$ cat src/rtl/forwarding_source_tracker_if.sv
// Forwarding types plus the ID-stage / forwarding-unit interface of the source tracker.
// Latency: none (signal bundle only).
// Backpressure: none; stalls travel as hazard_stall/global_stall level signals.
package forwarding_pkg;
  typedef enum logic [1:0] {
    NoType  = 2'd0,
    Type1   = 2'd1,
    Type2   = 2'd2,
    Type1_3 = 2'd3
  } forwarding_type_t;

  typedef enum logic [1:0] {
    NoForwarding   = 2'd0,
    ForwardFromEx  = 2'd1,
    ForwardFromMem = 2'd2,
    ForwardFromWb  = 2'd3
  } forwarding_target_t;

  typedef struct packed {
    logic               reg_we;
    logic [4:0]         rd;
    forwarding_target_t target_forwarding;
  } forwarding_src_bundle_t;
endpackage

interface forwarding_source_tracker_if;
  import forwarding_pkg::*;

  logic                   id_valid;
  logic                   id_reg_we;
  logic [4:0]             id_rd;
  forwarding_type_t       id_type;
  logic [4:0]             id_rs1;
  logic [4:0]             id_rs2;
  logic                   id_uses_rs1;
  logic                   id_uses_rs2;
  logic                   flush;
  logic                   global_stall;
  forwarding_src_bundle_t ex_src;
  forwarding_src_bundle_t mem_src;
  forwarding_src_bundle_t wb_src;
  logic                   hazard_stall;

  // Pipeline/ID side: drives the ID instruction, consumes the bundles
  modport master (
    output id_valid, id_reg_we, id_rd, id_type, id_rs1, id_rs2,
    output id_uses_rs1, id_uses_rs2, flush, global_stall,
    input  ex_src, mem_src, wb_src, hazard_stall
  );

  // Tracker side
  modport slave (
    input  id_valid, id_reg_we, id_rd, id_type, id_rs1, id_rs2,
    input  id_uses_rs1, id_uses_rs2, flush, global_stall,
    output ex_src, mem_src, wb_src, hazard_stall
  );
endinterface

$ cat src/rtl/forwarding_source_tracker.sv
// Tracks EX/MEM/WB destination registers, builds per-stage forwarding sources, flags load-use hazards.
// Latency: bundles are registered (1 edge per stage); hazard_stall is combinational in the same cycle.
// Backpressure: global_stall freezes slots and counter; hazard_stall inserts an EX bubble.
module forwarding_source_tracker
  import forwarding_pkg::*;
#(
  parameter int COUNT_WIDTH = 16
) (
  input  logic                   clock,
  input  logic                   reset_n,
  forwarding_source_tracker_if.slave fwd_if,
  output logic [COUNT_WIDTH-1:0] stall_count
);

  typedef struct packed {
    logic             valid;
    logic             reg_we;
    logic [4:0]       rd;
    forwarding_type_t typ;
  } slot_t;

  localparam slot_t BUBBLE = '{valid: 1'b0, reg_we: 1'b0, rd: 5'd0, typ: NoType};
  localparam logic [COUNT_WIDTH-1:0] CNT_ONE = {{(COUNT_WIDTH-1){1'b0}}, 1'b1};

  slot_t ex_q, ex_d, mem_q, mem_d, wb_q, wb_d;
  logic [COUNT_WIDTH-1:0] stall_count_q, stall_count_d;

  forwarding_src_bundle_t ex_b, mem_b, wb_b;
  slot_t capture;
  logic  rs1_hazard, rs2_hazard, hazard;

  // Youngest matching producer decides; an older match never overrides a younger one
  function automatic logic src_hazard(input logic used, input logic [4:0] rs,
                                      input forwarding_src_bundle_t ex,
                                      input forwarding_src_bundle_t mem,
                                      input forwarding_src_bundle_t wb);
    logic h;
    h = 1'b0;
    if (used && rs != 5'd0) begin
      if (ex.reg_we && ex.rd == rs)        h = (ex.target_forwarding == NoForwarding);
      else if (mem.reg_we && mem.rd == rs) h = (mem.target_forwarding == NoForwarding);
      else if (wb.reg_we && wb.rd == rs)   h = (wb.target_forwarding == NoForwarding);
    end
    return h;
  endfunction

  // Per-stage bundles: a result is forwardable only from the stage where its type makes it available
  always_comb begin
    ex_b  = '0;
    mem_b = '0;
    wb_b  = '0;
    ex_b.reg_we  = ex_q.valid & ex_q.reg_we;
    ex_b.rd      = ex_q.rd;
    mem_b.reg_we = mem_q.valid & mem_q.reg_we;
    mem_b.rd     = mem_q.rd;
    wb_b.reg_we  = wb_q.valid & wb_q.reg_we;
    wb_b.rd      = wb_q.rd;
    if (ex_b.reg_we && ex_q.typ == Type1)
      ex_b.target_forwarding = ForwardFromEx;
    if (mem_b.reg_we && (mem_q.typ == Type1 || mem_q.typ == Type2))
      mem_b.target_forwarding = ForwardFromMem;
    if (wb_b.reg_we && wb_q.typ != NoType)
      wb_b.target_forwarding = ForwardFromWb;
  end

  // Hazard detection and ID capture; x0 writes are never tracked
  always_comb begin
    rs1_hazard = src_hazard(fwd_if.id_uses_rs1, fwd_if.id_rs1, ex_b, mem_b, wb_b);
    rs2_hazard = src_hazard(fwd_if.id_uses_rs2, fwd_if.id_rs2, ex_b, mem_b, wb_b);
    hazard     = (rs1_hazard | rs2_hazard) & fwd_if.id_valid & ~fwd_if.flush;
    capture    = BUBBLE;
    if (fwd_if.id_valid) begin
      capture.valid  = 1'b1;
      capture.reg_we = fwd_if.id_reg_we & (fwd_if.id_rd != 5'd0);
      capture.rd     = fwd_if.id_rd;
      capture.typ    = fwd_if.id_type;
    end
  end

  // Next state: advance unless frozen; flush or hazard puts a bubble into EX
  always_comb begin
    ex_d          = ex_q;
    mem_d         = mem_q;
    wb_d          = wb_q;
    stall_count_d = stall_count_q;
    if (!fwd_if.global_stall) begin
      wb_d  = mem_q;
      mem_d = ex_q;
      ex_d  = (fwd_if.flush || hazard) ? BUBBLE : capture;
      if (hazard && stall_count_q != {COUNT_WIDTH{1'b1}})
        stall_count_d = stall_count_q + CNT_ONE;
    end
  end

  // Slot and counter registers
  always_ff @(posedge clock or negedge reset_n) begin
    if (!reset_n) begin
      ex_q          <= BUBBLE;
      mem_q         <= BUBBLE;
      wb_q          <= BUBBLE;
      stall_count_q <= '0;
    end else begin
      ex_q          <= ex_d;
      mem_q         <= mem_d;
      wb_q          <= wb_d;
      stall_count_q <= stall_count_d;
    end
  end

  assign fwd_if.ex_src       = ex_b;
  assign fwd_if.mem_src      = mem_b;
  assign fwd_if.wb_src       = wb_b;
  assign fwd_if.hazard_stall = hazard;
  assign stall_count         = stall_count_q;

endmodule

$ cat src/flat_wrapper.sv
// flat-port wrapper written by rule: the top's interface ports become plain ports
module forwarding_source_tracker_flat import forwarding_pkg::*;
#(
  parameter int COUNT_WIDTH = 16
)
  (clock, reset_n, stall_count, fwd_if_id_valid, fwd_if_id_reg_we, fwd_if_id_rd, fwd_if_id_type, fwd_if_id_rs1, fwd_if_id_rs2, fwd_if_id_uses_rs1, fwd_if_id_uses_rs2, fwd_if_flush, fwd_if_global_stall, fwd_if_ex_src, fwd_if_mem_src, fwd_if_wb_src, fwd_if_hazard_stall);
  forwarding_source_tracker_if fwd_if_i ();
  input  logic clock;
  input  logic reset_n;
  output logic [COUNT_WIDTH-1:0] stall_count;
  input wire logic [$bits(fwd_if_i.id_valid)-1:0] fwd_if_id_valid;
  input wire logic [$bits(fwd_if_i.id_reg_we)-1:0] fwd_if_id_reg_we;
  input wire logic [$bits(fwd_if_i.id_rd)-1:0] fwd_if_id_rd;
  input wire logic [$bits(fwd_if_i.id_type)-1:0] fwd_if_id_type;
  input wire logic [$bits(fwd_if_i.id_rs1)-1:0] fwd_if_id_rs1;
  input wire logic [$bits(fwd_if_i.id_rs2)-1:0] fwd_if_id_rs2;
  input wire logic [$bits(fwd_if_i.id_uses_rs1)-1:0] fwd_if_id_uses_rs1;
  input wire logic [$bits(fwd_if_i.id_uses_rs2)-1:0] fwd_if_id_uses_rs2;
  input wire logic [$bits(fwd_if_i.flush)-1:0] fwd_if_flush;
  input wire logic [$bits(fwd_if_i.global_stall)-1:0] fwd_if_global_stall;
  output wire logic [$bits(fwd_if_i.ex_src)-1:0] fwd_if_ex_src;
  output wire logic [$bits(fwd_if_i.mem_src)-1:0] fwd_if_mem_src;
  output wire logic [$bits(fwd_if_i.wb_src)-1:0] fwd_if_wb_src;
  output wire logic [$bits(fwd_if_i.hazard_stall)-1:0] fwd_if_hazard_stall;
  assign fwd_if_i.id_valid = fwd_if_id_valid;
  assign fwd_if_i.id_reg_we = fwd_if_id_reg_we;
  assign fwd_if_i.id_rd = fwd_if_id_rd;
  assign fwd_if_i.id_type = fwd_if_id_type;
  assign fwd_if_i.id_rs1 = fwd_if_id_rs1;
  assign fwd_if_i.id_rs2 = fwd_if_id_rs2;
  assign fwd_if_i.id_uses_rs1 = fwd_if_id_uses_rs1;
  assign fwd_if_i.id_uses_rs2 = fwd_if_id_uses_rs2;
  assign fwd_if_i.flush = fwd_if_flush;
  assign fwd_if_i.global_stall = fwd_if_global_stall;
  assign fwd_if_ex_src = fwd_if_i.ex_src;
  assign fwd_if_mem_src = fwd_if_i.mem_src;
  assign fwd_if_wb_src = fwd_if_i.wb_src;
  assign fwd_if_hazard_stall = fwd_if_i.hazard_stall;
  forwarding_source_tracker #(.COUNT_WIDTH(COUNT_WIDTH)) u_core (.clock(clock), .reset_n(reset_n), .fwd_if(fwd_if_i), .stall_count(stall_count));
endmodule
$ cat config.mk
export PLATFORM = sky130hd
export DESIGN_NAME = forwarding_source_tracker_flat
export DESIGN_NICKNAME = d
export VERILOG_FILES = /design/src/rtl/forwarding_source_tracker_if.sv /design/src/rtl/forwarding_source_tracker.sv /design/src/flat_wrapper.sv
export SDC_FILE = /design/constraint.sdc
export NUM_CORES = 1
export LEC_CHECK = 0
export CAP_MARGIN = 20
export CORE_MARGIN = 2
export CORE_UTILIZATION = 35
export CTS_BUF_LIST = sky130_fd_sc_hd__clkbuf_16
export DETAILED_ROUTE_END_ITERATION = 8
export HOLD_SLACK_MARGIN = 0.05
export PLACE_DENSITY = 0.69
export SLEW_MARGIN = 5
export SYNTH_ARGS = -nofsm -noshare
export SYNTH_HDL_FRONTEND = slang
export SYNTH_SLANG_ARGS = --single-unit
$ cat constraint.sdc
create_clock -name clock -period 3.1 [get_ports clock]
set_clock_uncertainty 0.05 [all_clocks]
set_input_delay 0.465 -clock clock [delete_from_list [all_inputs] [get_ports clock]]
set_output_delay 0.465 -clock clock [all_outputs]
set_load 0.01 [all_outputs]
==> results.md <==
- Post-Synthesis Cells: between 200 and 250
- Reg power frac: 0.439
- Type of origin of the critical path: primary input
- Via/cell ratio: 5.15
- Via count of the first global-routing pass: between 1500 and 2000
- Port bufs: 63
- Final worst-path cycle share: 0.911
- Remaining routing DRC violations: 0
- Reported leakage power: between 1 and 1.5 nW
- Top achievable clock speed: about 350 MHz
- Routability-driven placement congestion ratio: about 0.9
- Net switching share of the total power: 0.239
- Fraction of the yosys area taken by sequential cells: 0.441
- Number of nets in the layout: 299
- Total core area: approximately 0.0068 mm^2
- Total inserted antenna cells: 0
- Overall die area: ~0.0077 mm^2
- IO Pins: 66
- Inst Count DP: between 300 and 400
- Most common cell after layout, fill and taps aside: sky130_fd_sc_hd__clkdlybuf4s50_1
- Overall routing resource usage: 0.154
- Effective utilization at floorplan: 0.361
- Worst IR drop on VDD: 0.180 mV
- Type of the setup path with the least slack: primary input to register
- Hpwl dp: around 4.3 mm
- Area of all placed cells without fillers: 0.00322 mm^2
- Die Height: 87.5 um
- Number of distinct library cells after synthesis: 40
- Compound-gate portion of the synthesized area: 0.0630
- Number of buffers inserted for hold repair after clock tree synthesis: 0
- Share of the synthesized netlist area taken by xor and xnor gates: 0.165
- Drt pass-1 iters: 4
- Min-delay worst type: primary input to asynchronous set/reset pin
- Routing layer with the top usage in global route: met2
- Final Max Slew Viols: 0
- Element type at the critical path end: register
- Antenna violations before repair: 0
- Finished Core Util: 0.477
- Largest stage delay on the critical path: between 0.5 and 0.6 ns
- Internal Dissipation: ~0.0011 W
- Launching point of the worst reg2reg path: u_core.fwd_if.mem_src[3]
- Psw: ~0.00034 W
- Slew at the pin with the worst max-slew slack: between 0.9 and 1 ns
- Number of synthesized flops with an enable pin: 0
- GR Util met3: 0.0474
- Ys async rst share: 1.00
- Status: completed
- Share of cell area taken by muxes after synthesis: 0.0892
- Overflow left after global routing: 0
- Clock latency at the later pin of the worst-skew pair: ~0.28 ns
- Most repeated library cell on the critical path: sky130_fd_sc_hd__buf_4
- Number of max-cap violations: 0
- Placed Area: approximately 0.0030 mm^2
- Final Hold Vio Count: 0
- Met1 usage: 0.204
- Warnings, synthesis: 0
- Combinational Power Share: 0.137
- Fin cells: 354
- Pwr/cell area: between 400 and 500 mW/mm^2
- Final wirelength: 5.68 mm
- Required time at the worst-slack endpoint: between 3 and 4 ns
- Register bit count reported by yosys: between 40 and 50
- Setup repair after global routing missed its margin: false
- Min Tclk post-route: between 2 and 3 ns
- TritonCTS buffer count: 5
- Clock transition at the register clock pins on the worst setup and hold paths after CTS: about 0.060 ns
- Post-CTS repair timing setup buffer count: 0
- Grt met2 use: 0.243
- Average size of a mapped cell: between 10 and 15 um^2
- Share of layout cells above drive strength 1: 0.142
- Max Buffers Root-to-Sink: 2
- Placement row count: 30
- Data arrival time of the critical path: between 2 and 3 ns
- Synthesized-area fraction occupied by and/or/nand/nor cells: 0.165
- Ys flop type: sky130_fd_sc_hd__dfrtp_1
- Peak fanout along the critical path: 11
- Total Negative Setup Slacks: 0 ns
- Clock network fraction of total power: 0.423
- Number of filler instances in the final layout: 621
- Die width: approximately 88 um
- Area share of the largest cell type after synthesis: 0.441
- Signed area change from the synthesized netlist to the final layout: 32.0%
- Most frequent cells in the layout: sky130_fd_sc_hd__clkdlybuf4s50_1, sky130_fd_sc_hd__dfrtp_1, sky130_fd_sc_hd__xor2_1, sky130_fd_sc_hd__xnor2_1, sky130_fd_sc_hd__mux2_2
- Wire length of the first global-routing pass: 9.22 mm
- Adder-cell share of the synthesized area: 0.00513
- List of cells traversed by the critical path: clkdlybuf4s50_1 > buf_4 > xnor2_1 > nand2_1 > a211oi_1 > a311oi_1 > o22a_2 > buf_4 > or4_4 > mux2_4
- Cells taking the most area after synthesis: sky130_fd_sc_hd__dfrtp_1, sky130_fd_sc_hd__xor2_1, sky130_fd_sc_hd__mux2_2
- Via count: ~1800
- Largest net degree at the start of global routing: 44
- Critical-path cell with the highest stage delay: sky130_fd_sc_hd__clkdlybuf4s50_1
- Area of the mapped netlist: 0.00244 mm^2
- TritonCTS clock tree: done
- CP startpoint: fwd_if_id_rs2[0]
- Depth of the CTS H-tree: 2
- Total number of clock tree sinks: 43
- First DRT Iteration DRCs: between 80 and 90
- Area leader, netlist: sky130_fd_sc_hd__dfrtp_1
- Post-DRT Antenna Nets: 0
- Cell chosen for the clock root: sky130_fd_sc_hd__clkbuf_16
- Routed wire per std cell: approximately 16 um
- Final setup violation count: 0
- Combinational family with the most area after synthesis: XOR/XNOR gates
- Slew margin rel.: 0.353
==> sequential cells by signal, indices dropped and copies added (netlist names) <==
name	count
u_core.stall_count	16
u_core.fwd_if.ex_src	5
u_core.fwd_if.mem_src	5
u_core.fwd_if.wb_src	5
u_core.ex_q	4
u_core.mem_q	4
u_core.wb_q	4
==> cell families after synthesis <==
kind of cell             Yosys count
other                              1
buffers and inverters             27
AND/OR/NAND/NOR                   66
flip-flops                        43
multiplexers                      19
XOR/XNOR                          46
AO/OA/AOI/OAI                     19
adder cells (fa/ha/maj)            1
==> critical path: cells and delay by family <==
family	cells	cell delay, ns
buf+inv	3	0.87
simple gates	2	0.61
compound gates	3	0.57
mux	1	0.30
xor+xnor	1	0.11
==> final timing paths <==
kind / cells after the start / slack (ns) / to
min in group clock: 1 / 0.45 / u_core.stall_count[15]
setup / recovery: 10 / 0.28 / u_core.stall_count[1]
setup reg to reg: 7 / 0.50 / u_core.stall_count[1]
hold / removal: 1 / 0.29 / u_core.stall_count[15]
max in group asynchronous: 1 / 2.11 / u_core.fwd_if.ex_src[4]
hold reg to reg: 1 / 0.45 / u_core.stall_count[15]
==> cell usage after synthesis, types with 2 or more instances <==
master / count
sky130_fd_sc_hd__dfrtp_1: 43
sky130_fd_sc_hd__xor2_1: 27
sky130_fd_sc_hd__xnor2_1: 19
sky130_fd_sc_hd__buf_4: 18
sky130_fd_sc_hd__mux2_2: 18
sky130_fd_sc_hd__nand2_1: 9
sky130_fd_sc_hd__nor2_1: 9
sky130_fd_sc_hd__nor3_1: 8
sky130_fd_sc_hd__a22o_1: 7
sky130_fd_sc_hd__nand4_1: 6
sky130_fd_sc_hd__and3_1: 5
sky130_fd_sc_hd__nand3_1: 5
sky130_fd_sc_hd__nor4b_1: 4
sky130_fd_sc_hd__or4_1: 4
sky130_fd_sc_hd__a21o_1: 3
sky130_fd_sc_hd__and2_1: 3
sky130_fd_sc_hd__clkbuf_1: 3
sky130_fd_sc_hd__inv_1: 3
sky130_fd_sc_hd__a211oi_1: 2
sky130_fd_sc_hd__a311oi_1: 2
sky130_fd_sc_hd__buf_2: 2
sky130_fd_sc_hd__nor4_1: 2
sky130_fd_sc_hd__nor4_2: 2
sky130_fd_sc_hd__o21ai_0: 2
==> power by group through the flow <==
stage	sequential (W)	combinational, W	clock, W
after detailed placement	0.000636	0.000199	0
after floorplan	0.000625	0.000122	0
after global placement	0.000635	0.000195	0
final	0.000625	0.000195	0.000602
after CTS	0.000626	0.000198	0.000619
after global routing	0.000631	0.000212	0.000645
==> repair_timing <==
item,4_1_cts,5_1_grt
setup endpoints to repair,1,1
cloned,0,0
gates resized for setup,6,4
pin swaps,3,1
==> metal layers <==
| layer | vias up | wire length (um) |
|---|---|---|
| met3 | 9 | 353 |
| met1 | 887 | 2580 |
| li1 | 878 | - |
| met5 | - | 0 |
| met2 | 48 | 2680 |
| met4 | 0 | 71 |
==> layout make-up <==
cell class,instances,area (um^2),area share
multi-input cells,153,1210,0.375
well taps,80,100,0.0311
repair buffers,67,657,0.204
inverters,3,11.3,0.00349
flip-flops and latches,43,1080,0.334
clock inverters,3,46.3,0.0144
clock buffers,5,125,0.0388
==> per-stage QoR <==
stage	total power [W]	hold WS, ns	setup WS (ns)
6_report	0.00142	0.289	0.275
5_1_grt	0.00149	0.368	0.189
4_1_cts	0.00144	0.324	0.000638
3_5_place_dp	0.000835	0.431	-0.0888
3_3_place_gp	0.000830	0.431	-0.0397
2_1_floorplan	0.000746	0.119	0.793
Power figures use the tool's default switching activity.
==> variant 1, RTL diff (same settings) <==
Register the output `stall_count` once more, cleared by the reset; this adds one clock of latency there. The other outputs are not delayed to match.
--- a/src/rtl/forwarding_source_tracker.sv
+++ b/src/rtl/forwarding_source_tracker.sv
@@ -111,7 +111,13 @@
   assign fwd_if.mem_src      = mem_b;
   assign fwd_if.wb_src       = wb_b;
   assign fwd_if.hazard_stall = hazard;
-  assign stall_count         = stall_count_q;
+  always_ff @(posedge clock or negedge reset_n) begin
+    if (!reset_n) begin
+      stall_count <= '0;
+    end else begin
+      stall_count <= stall_count_q;
+    end
+  end
 
 endmodule
 
Behaviour: not the same (a bounded check fails within 4 cycles, from zero or initial values and one cycle with reset_n low).
==> variant 1 against the original RTL <==
  * Total power increased by 45%
  * Hold slack got worse by 180 ps
  * Area after synthesis increased by 16%
  * Sequential cell count increased by 16
  * Routed wire length increased by 9.1%
  * First-iteration DRC count decreased by 38%
  * Design area increased by 19%
  * Clock power increased by 69%
  * Worst setup slack improved by 100 ps
  * Critical path type is now in2out
  * Critical endpoint is now fwd_if_hazard_stall
  * Largest power group is now clock
==> variant 1: results <==
[global_route]
grt.met2_usage_pct = 25.1
grt_pass1_vias = 2055
grt_max_degree = 33
grt_pass1_wl_um = 10200
use_met1_pct = 18.9

[power]
p_switching_w = 0.000456
clkPwrFrac_pct = 49.6
ir_worst_vdd_v = 0.000252
pg_seq_w = 0.000834

[placement]
place_area_sq_um = 3520
place_congestion = 0.892
dp_slack_ps = -65.1
placed_cells = 389

[layout]
final_nets = 324
drive_gt1_share_pct = 16.2
area_growth_pct = 34.8
clock_area_share_pct = 8.07
n_fill_cell = 711

[logic_synthesis]
synth_common_cells = 59 x dfrtp_1, 27 x xor2_1, 19 x xnor2_1
seq_area_frac_synth_pct = 52.0
synth_area_leaders = dfrtp_1 52%, xor2_1 8.3%, mux2_2 7.1%
synthCells = 238

[floorplanning]
die_w_um = 94.1

[route]
routed-wl-met2_um = 3060
totalWireLength_um = 6200
wl_met1_um = 2670
viasPerCell = 4.87

[clocking]
h-tree-depth = 3
clock_sink_count = 59
cts_buffers = 9

[critical_path]
path_max_fanout = 4
crit_path_start = fwd_if_id_rs2[1]
crit_end = fwd_if_hazard_stall
r2r_slack_ps = 560
rr_endpoint = u_core.stall_count_q[1]

[sta]
worstMarginPinSlew_ps = 632
whs_ps = 105
max_freq_mhz = 368

[run_status]
status = completed
[variant 1: cell count changes in the layout (fill, tap and decap cells not counted), moves of 2 or more]
| cell | before | now |
|---|---|---|
| dfrtp_1 | 43 | 59 |
| dlygate4sd2_1 | 5 | 7 |
| clkbuf_16 | 5 | 9 |
| clkinv_1 | 0 | 2 |
| buf_4 | 4 | 8 |
| dlymetal6s2s_1 | 3 | 1 |
[variant 1: cell families after synthesis]
logic type	synth area share, %
fa+ha+maj	0.440
xor+xnor	14.2
other cells	0.132
compound gates	5.42
buf+inv	6.03
flops	52.0
simple gates	14.2
mux	7.66
[variant 1: repair_timing]
| action | CTS | global route |
|---|---|---|
| buffers inserted | 0 | 0 |
| pin swaps | 1 | 0 |
| gates resized for setup | 9 | 1 |
| setup endpoints to repair | 1 | 1 |
==> variant 2, RTL diff (same settings) <==
Without the edit above. `COUNT_WIDTH` is set to 16 in 2 places; all go to 32.
--- a/src/rtl/forwarding_source_tracker.sv
+++ b/src/rtl/forwarding_source_tracker.sv
@@ -4,7 +4,7 @@
 module forwarding_source_tracker
   import forwarding_pkg::*;
 #(
-  parameter int COUNT_WIDTH = 16
+  parameter int COUNT_WIDTH = 32
 ) (
   input  logic                   clock,
   input  logic                   reset_n,
--- a/src/flat_wrapper.sv
+++ b/src/flat_wrapper.sv
@@ -1,7 +1,7 @@
 // flat-port wrapper written by rule: the top's interface ports become plain ports
 module forwarding_source_tracker_flat import forwarding_pkg::*;
 #(
-  parameter int COUNT_WIDTH = 16
+  parameter int COUNT_WIDTH = 32
 )
   (clock, reset_n, stall_count, fwd_if_id_valid, fwd_if_id_reg_we, fwd_if_id_rd, fwd_if_id_type, fwd_if_id_rs1, fwd_if_id_rs2, fwd_if_id_uses_rs1, fwd_if_id_uses_rs2, fwd_if_flush, fwd_if_global_stall, fwd_if_ex_src, fwd_if_mem_src, fwd_if_wb_src, fwd_if_hazard_stall);
   forwarding_source_tracker_if fwd_if_i ();
Ports: changed (resized stall_count); port bits go from 66 to 82. No check against the original RTL was run, so the function may have changed too.
==> variant 2 against the original RTL <==
  * Design area rose by 37%
  * Routed wire length rose by 42%
  * Non-clock buffer count rose by 28
  * First-iteration DRC count fell by 14%
  * Sequential cell count rose by 16
  * Die area rose by 30%
  * Area after synthesis rose by 32%
  * Total power rose by 46%
  * Critical endpoint is now fwd_if_hazard_stall
  * Clock power rose by 71%
  * Via count rose by 39%
  * Worst setup slack got worse by 150 ps
  * Highest routed layer unchanged
  * Cell count rose by 39%
  * Largest cell class unchanged
  * Largest power group is now clock
==> variant 2: results <==
[route]
wl_met1_um = 3650
routed-wl-met2_um = 3900
wl_per_cell_um = 16.5
drt_iter0_markers = 75
dr_wl_met3_um = 445

[critical_path]
critical_path_arrival_ps = 2460
rr_endpoint = u_core.ex_q[7]
path_max_fanout = 3
r2r_cells = 8
crit_path_start = fwd_if_id_rs1[4]
crit_end = fwd_if_hazard_stall
critPathMaxStageDelay_ps = 470

[global_route]
grt_max_degree = 40
grt_util_all_layers_pct = 17.1
grt_pass1_vias = 2598
grt_pass1_wl_um = 13300

[placement]
post-dp-hpwl_um = 5920
placed_cells = 475
io_buffers = 79
place_area_sq_um = 4090
dp_slack_ps = -213

[power]
switching_share_pct = 22.3
pg_seq_w = 0.000835
ir_worst_vdd_v = 0.000264
power.leakage_nw = 1.88
power_clock_w = 0.00103
p_comb_w = 0.000215

[layout]
largest_reg_flops = 32
final_nets = 401
drive_gt1_share_pct = 15.0

[clocking]
cts_buffers = 9
clk_latency_ps = 320

[sta]
whs_ps = 239
slew_headroom_pct = 37.5
fin_crit_sh_pct = 96.0

[logic_synthesis]
synth_common_cells = 59 x dfrtp_1, 47 x xnor2_1, 24 x nand4_1
yosysUniqueCellTypes = 46
seq_area_frac_synth_pct = 45.8
syn_area_per_cell_sq_um = 11.0

[run_status]
status = completed
==> variant 2: routing by layer <==
metal	global-route usage [%]	vias to the layer above
met5	0	-
met4	5.90	0
met3	4.39	8
met2	28.1	75
met1	22.1	1256
li1	-	1201
==> variant 2: kinds of logic after synthesis <==
logic type | Yosys count | share of synthesized area, %
buffers and inverters | 30 | 6.02
adders and majority gates | 1 | 0.388
muxes | 19 | 6.64
DFF | 59 | 45.8
other | 1 | 0.116
AOI/OAI and AO/OA | 20 | 5.25
and+or+nand+nor | 102 | 18.9
xor gates and xnor gates | 62 | 16.9
==> variant 2: area by class of cell <==
cell class | count | area (sq um)
clock inverters | 7 | 85.1
repair buffers | 95 | 900
inverters | 4 | 15.0
well taps | 111 | 139
fillers | 831 | 4660
multi-input cells | 206 | 1570
clock buffers | 9 | 225
flip-flops and latches | 59 | 1480
==> variant 2: timing repair <==
item / in CTS / in global routing
setup endpoints to repair: 1 / 1
pin swaps: 2 / 1
gates resized for setup: 8 / 1
